$ cat config.mk
export PLATFORM = sky130hd
export DESIGN_NAME = proc_instr_issuer
export DESIGN_NICKNAME = d
export VERILOG_FILES = /design/src/rtl/proc_instr_issuer.sv
export SDC_FILE = /design/constraint.sdc
export NUM_CORES = 1
export LEC_CHECK = 0
export ABC_AREA = 1
export CAP_MARGIN = 0
export CORE_MARGIN = 2
export CORE_UTILIZATION = 39
export DETAILED_ROUTE_END_ITERATION = 8
export GPL_TIMING_DRIVEN = 0
export PLACE_DENSITY_LB_ADDON = 0.12
export SETUP_SLACK_MARGIN = 0.15
export SYNTH_ARGS = -nofsm -noshare
export SYNTH_HDL_FRONTEND = slang
export SYNTH_SLANG_ARGS = --single-unit
export TNS_END_PERCENT = 30
$ cat constraint.sdc
create_clock -name clk -period 5.7 [get_ports clk]
set_input_delay 1.14 -clock clk [delete_from_list [all_inputs] [get_ports clk]]
set_output_delay 1.14 -clock clk [all_outputs]
set_load 0.03 [all_outputs]
$ cat src/rtl/proc_instr_issuer.sv
// Instruction issuer: buffers host instruction words in a small FIFO and hands them
// one at a time to the processor control FSM over the w/Done handshake.
module proc_instr_issuer #(
    parameter int DW      = 8,
    parameter int DEPTH   = 4,
    parameter int TIMEOUT = 8
) (
    input  logic                         clk,
    input  logic                         rst,
    input  logic                         in_valid,
    output logic                         in_ready,
    input  logic [DW+5:0]                in_instr,
    input  logic                         en,
    output logic                         w,
    output logic [1:0]                   F,
    output logic [1:0]                   Rx,
    output logic [1:0]                   Ry,
    output logic [DW-1:0]                ext_data,
    input  logic                         Done,
    output logic                         busy,
    output logic [$clog2(DEPTH+1)-1:0]   fifo_count,
    output logic [7:0]                   retired_cnt,
    output logic                         timeout_err,
    output logic                         spurious_err
);

    localparam int IW = DW + 6;
    localparam int PW = (DEPTH > 1) ? $clog2(DEPTH) : 1;
    localparam int CW = $clog2(DEPTH + 1);
    localparam int TW = (TIMEOUT > 1) ? $clog2(TIMEOUT) : 1;

    typedef enum logic {IDLE = 1'b0, WAIT = 1'b1} state_t;

    state_t         state_reg, state_next;
    logic [IW-1:0]  mem [DEPTH];
    logic [PW-1:0]  wr_ptr_reg, rd_ptr_reg;
    logic [CW-1:0]  count_reg;
    logic [TW-1:0]  tmo_reg;
    logic           push, issue, retire, tmo_hit, spurious, have_work;
    logic [IW-1:0]  head;

    assign in_ready   = (count_reg != CW'(DEPTH));
    assign push       = in_valid && in_ready;
    assign have_work  = en && (count_reg != '0);
    assign head       = mem[rd_ptr_reg];
    assign fifo_count = count_reg;
    assign busy       = (state_reg == WAIT);

    always_ff @(posedge clk or posedge rst) begin
        if (rst)
            state_reg <= IDLE;
        else
            state_reg <= state_next;
    end

    always_comb begin
        state_next = state_reg;
        case (state_reg)
            IDLE: if (have_work) state_next = WAIT;
            WAIT: begin
                if (Done) begin
                    if (!have_work) state_next = IDLE;
                end else if (tmo_reg == TW'(TIMEOUT - 1)) begin
                    state_next = IDLE;
                end
            end
            default: state_next = IDLE;
        endcase
    end

    // Done takes priority over a timeout landing on the same edge.
    always_comb begin
        issue    = 1'b0;
        retire   = 1'b0;
        tmo_hit  = 1'b0;
        spurious = 1'b0;
        case (state_reg)
            IDLE: begin
                spurious = Done;
                issue    = have_work;
            end
            WAIT: begin
                if (Done) begin
                    retire = 1'b1;
                    issue  = have_work;
                end else begin
                    tmo_hit = (tmo_reg == TW'(TIMEOUT - 1));
                end
            end
            default: ;
        endcase
    end

    always_ff @(posedge clk or posedge rst) begin
        if (rst) begin
            wr_ptr_reg <= '0;
            rd_ptr_reg <= '0;
            count_reg  <= '0;
        end else begin
            if (push)  wr_ptr_reg <= wr_ptr_reg + PW'(1);
            if (issue) rd_ptr_reg <= rd_ptr_reg + PW'(1);
            case ({push, issue})
                2'b10:   count_reg <= count_reg + CW'(1);
                2'b01:   count_reg <= count_reg - CW'(1);
                default: ;
            endcase
        end
    end

    // Storage is not reset; stale entries are unreachable once the pointers clear.
    always_ff @(posedge clk) begin
        if (push) mem[wr_ptr_reg] <= in_instr;
    end

    always_ff @(posedge clk or posedge rst) begin
        if (rst) begin
            w            <= 1'b0;
            F            <= '0;
            Rx           <= '0;
            Ry           <= '0;
            ext_data     <= '0;
            tmo_reg      <= '0;
            retired_cnt  <= '0;
            timeout_err  <= 1'b0;
            spurious_err <= 1'b0;
        end else begin
            w <= issue;
            if (issue) begin
                {F, Rx, Ry, ext_data} <= head;
                tmo_reg               <= '0;
            end else if (state_reg == WAIT) begin
                tmo_reg <= tmo_reg + TW'(1);
            end
            if (retire)   retired_cnt  <= retired_cnt + 8'd1;
            if (tmo_hit)  timeout_err  <= 1'b1;
            if (spurious) spurious_err <= 1'b1;
        end
    end

endmodule

After elaboration in Yosys (flattened, before gate mapping)

Memory sizes are Yosys's and may differ from the RTL's. A register that Yosys moved wholly into a read port is not among the register bits.
Cells that the tools add are included.

Flip-flop bits (word level): 22
Bits in writable memories: 56
Output and inout bits: 30
Logic and storage cells: 42
Memories: 1

Memories:

| memory | words | width | read ports | clocked after Yosys merged registers in | write ports | RTL line | text |
|---|---|---|---|---|---|---|---|
| mem    | 4     | 14    | 1          | 1                                       | 1           | 35       | `logic [IW-1:0] mem [DEPTH];` |

Add/sub/neg operators: 6
Eq/ne operators: 4
Multiplexer cells: 16
Bitwise operators: 1
Reduce and logical (&&, ||, !) cells: 5

Operator list:

| kind                | number |
|---|---|
| $mux 1              | 11 |
| $add 8x1->8 const B | 1 |
| $add 3x1->3 const B | 2 |
| $mux 3              | 2 |
| $pmux 3 s2          | 1 |
| $add 2x1->2 const B | 2 |
| $pmux 1 s2          | 2 |
| $reduce_bool 2->1   | 2 |
| $eq 3x3->1 const B  | 1 |
| $ne 3x3->1 const B  | 1 |
| $reduce_bool 3->1   | 1 |
| $sub 3x1->3 const B | 1 |
| $eq 2x1->1 const B  | 1 |
| $eq 2x2->1 const B  | 1 |
| $logic_and 1x1->1   | 2 |
| $not 1->1           | 1 |

Logic depth before layout (Yosys ltp)

Gate-level depths: netlist (run 1).

Depth in word-level cells: 6
Gate-level depth with buffers: 12
Gate-level depth less buffers: 11

Worst setup path after synthesis (run 1)

OpenSTA, ideal clock, no wires.

Kind: input port to flip-flop
From: in Done
To: reg count_reg[2] (netlist: fifo_count[2])
Data arrival time: 2.458 ns
Data required time: 5.577 ns
Slack: 3.119 ns
Stages: 11
Buffers on the path: 1
Path through: inv_1 nand2_1 nand3_2 inv_2 buf_6 ha_1 inv_1 fa_1 nand2_1 nand3b_1 xor2_1

Word-level cells in the longest chain between the ends: 4
Elaborated cells between the ends (all ways): 6
Classes of those cells: eq/ne (2); mux (3); reduce/logical (1)

RTL lines:

| item                                            | RTL line | text |
|---|---|---|
| from (decl)                                     | 19       | `input logic Done,` |
| $mux 1 *                                        | 83       | `if (Done) begin` |
| $pmux 1 s2 *                                    | 77       | `case (state_reg)` |
| net issue                                       | 39       | `logic push, issue, retire, tmo_hit, spurious, have_work;` |
| $eq 2x1->1 or $eq 2x2->1 (tied branches)        | 102      | `case ({push, issue})` |
| $pmux 3 s2 or $reduce_bool 2->1 (tied branches) | --       |  |
| to (signal assigned)                            | 103      | `2'b10: count_reg <= count_reg + CW'(1);` |
| to (signal assigned)                            | 104      | `2'b01: count_reg <= count_reg - CW'(1);` |
| to (decl)                                       | 37       | `logic [CW-1:0] count_reg;` |

Mark *: on every way through the listed nets, which the timed path passes. The rest lies on a longest branch.
A chain may end at the register's enable or synchronous reset.

Worst setup path after layout (run 1)

Same ends and word-level chain as after synthesis.

==> results of run 1 <==
power by group through the flow:
stage          Sequential [uW]  Clock, uW  Combinational [uW]
2_1_floorplan             1180          0                 538
3_3_place_gp              1020          0                1070
3_5_place_dp              1020          0                1100
4_1_cts                   1010        568                1100
5_1_grt                   1030        597                1210
6_report                  1010        556                1080
per-stage QoR:
stage                     power [uW]  utilization (%)  hold WS [ns]  cells  cell area (um2)
after floorplan                 1720                -         0.469    405             4000
after global placement          2090             47.1         0.456    586             4650
after detailed placement        2120             47.3         0.464    587             4670
after CTS                       2680             50.1         0.485    603             4940
after global routing            2830             50.1         0.510    603             4940
final                           2640             50.1         0.481    603             4940
routing by layer:
metal	up-vias	track usage, %	routed length, um	share of wire [%]
met5	-	0	0	0
met4	0	5.71	116	1.5
met3	10	2.84	308	4.0
met2	52	24.3	3660	47
met1	1230	19.7	3710	48
li1	1357	-	-	-
final timing paths:
path | from | to | cells after the start
max in group asynchronous | rst | Rx[1] | 2
max | Done | fifo_count[2] | 12
min reg2reg | timeout_err | timeout_err | 1
min | timeout_err | timeout_err | 1
max reg2reg | busy | fifo_count[2] | 11
min in group asynchronous | rst | retired_cnt[6] | 2
placed cells by master, fill, tap and decap left out, types with 8 or more instances in the layout:
| cell type | count |
|---|---|
| clkdlybuf4s50_1 | 48 |
| ha_1 | 8 |
| nand2_1 | 142 |
| inv_1 | 78 |
| nand3_1 | 31 |
| dfrtp_1 | 36 |
| edfxtp_1 | 56 |
| buf_2 | 8 |
| clkbuf_8 | 10 |
| nor2_1 | 9 |
layout make-up:
cell class                 count  area, um2
buffer                        13       77.6
sequential                    92       2580
clock inverter                 5        105
timing repair buffer          49        492
clock buffer                  11        163
inverter                      81        304
fill                         893       4930
tap                          133        166
multi-input combinational    219       1050
synthesized netlist by cell type:
| cell | instances |
|---|---|
| xor2_1 | 4 |
| dfrtp_1 | 36 |
| or2_2 | 2 |
| nand2_1 | 142 |
| clkbuf_1 | 1 |
| a21oi_1 | 1 |
| nor2_1 | 12 |
| nor3_1 | 1 |
| a31o_2 | 1 |
| nand3_1 | 31 |
| buf_4 | 3 |
| nand3_2 | 1 |
| nor3_2 | 1 |
| edfxtp_1 | 56 |
| mux2_2 | 1 |
| inv_2 | 2 |
| buf_6 | 1 |
| nor2_2 | 1 |
| fa_1 | 1 |
| nand3b_1 | 3 |
| xnor2_1 | 3 |
| o21ai_0 | 3 |
| nand2_2 | 1 |
| buf_2 | 8 |
| o21ai_1 | 1 |
| o21bai_1 | 1 |
| ha_1 | 8 |
| inv_1 | 79 |
cells by family after synthesis:
group                    share of synthesized area [%]
XOR/XNOR                                          1.53
multiplexers                                     0.281
AND/OR/NAND/NOR                                   20.1
AO/OA/AOI/OAI                                     1.03
adder cells (fa/ha/maj)                           3.00
buffers and inverters                             9.53
flip-flops                                        64.5
critical path: stages:
cell and delay, ns:
clkdlybuf4s50_1 0.51, inv_1 0.08, nand2_1 0.09, nand3_2 0.12, inv_2 0.17, buf_6 0.19
ha_1 0.17, inv_1 0.06, fa_1 0.38, nand2_1 0.08, nand3b_1 0.09, xor2_1 0.15
==> impl_metrics.toml, run 1 <==
[routing]
first_pass_iters = 4
vias_per_cell = 4.39
vias = 2649
drt-initial-drc-count = 165
drtAntennaViolNets = 0
routed_wl_um = 7800
wl_per_cell_um = 12.9
drc_errors = 0

[synthesis]
yosys-top-cells-area = "edfxtp_1, dfrtp_1, nand2_1"
synth_seq_area_share_pct = 64.5
netlist-cell-type-count = 28
netlist_instances = 405
synth.cell_area_um2 = 4000
yosysTopAreaCellShare_pct = 42.0
synth_seq_cells = 92
yosys_warnings = 0
yosysTopAreaCell = "edfxtp_1"
synth_nets = 433
syn-mean-instance-area_um2 = 9.89

[placed_design]
gp_congestion = 0.738
dp_slack_ns = 2.34
port_buffers = 48
dpl.hpwl_um = 5120

[clocking]
hold_buffers = 0
clk_path_buf_depth = 2
insertion_delay_ns = 0.35
cts.repair.resized = 0
clk_pin_slew_ns = 0.08
cts_tree = "built"
cts_setup_buffers = 0
cts_max_level = 3
root_buffer = "clkbuf_8"
cts_num_sinks = 92
cts_buffers = 9

[timing]
period_share_pct = 52.4
slew_viol_final = 0
period_needed_ns = 2.99
rsz0062_at_grt = "no"
tightestPinTransition_ns = 0.863
hold_viol_final = 0
final-setup-viol-count = 0
tns_ns = 0
skew_ns = 0.0103
slew_headroom_pct = 42.4
worst_slack_ns = 2.71
fmax_mhz = 335

[floorplanning]
die_h_um = 105
io_pins = 49
core_um2 = 9860
rows = 36
fp.dieArea_um2 = 11100
die_w_um = 105
start_util_pct = 40.6

[worst_setup_path]
regToRegSetupSlack_ns = 3.54
crit_required_ns = 5.94
crit_arrival_ns = 3.22
end_kind = "flip-flop"
crit_type = "in2reg"
start_kind = "input port"
worstPathMaxFanout = 11

[power_and_ir_drop]
combPwrFrac_pct = 40.9
power_density_nw_per_um2 = 536
switching_share_pct = 37.7
p_sw_uw = 998
p_int_uw = 1650
pwr-share-seq_pct = 38.1
p_leak_uw = 0.00233
ir_worst_vdd_uv = 208
p_clk_share_pct = 21.0

[layout]
diodes = 0
top_register = "mem"
largest_reg_flops = 56
final_nets = 493
area_growth_pct = 23.3
drive_gt1_share_pct = 9.15
reg_top3 = "mem: 56 flops, ext_data: 8 flops, retired_cnt: 8 flops"

[job]
maxCapViolCount = 0

[grt]
overflow = 0
grt_usage_pct = 14.9
grt_max_degree = 37
grt_pass1_wl_um = 12600
antenna_found_initial = 0
grt_pass1_vias = 2523

[run_status]
status = "finished clean"

[worst_hold_path]
hold_class = "reg2reg"
Note: power is estimated with default switching activity, not from simulation.
==> inputs of run 2 (changes only) <==
- clock period: 5.7 -> 2.7 ns (I/O delays scaled with it)
==> results of run 2 <==
Same layout as run 1 (identical final DEF). Status: finished clean.
Main changes from that run: setup slack after placement 2.34 ns -> -0.0575 ns; setup slack after layout 2.71 ns -> 0.313 ns; register-to-register setup slack 3.54 ns -> 0.54 ns; total power 2640 uW -> 5580 uW; worst IR drop on VDD 208 uV -> 439 uV
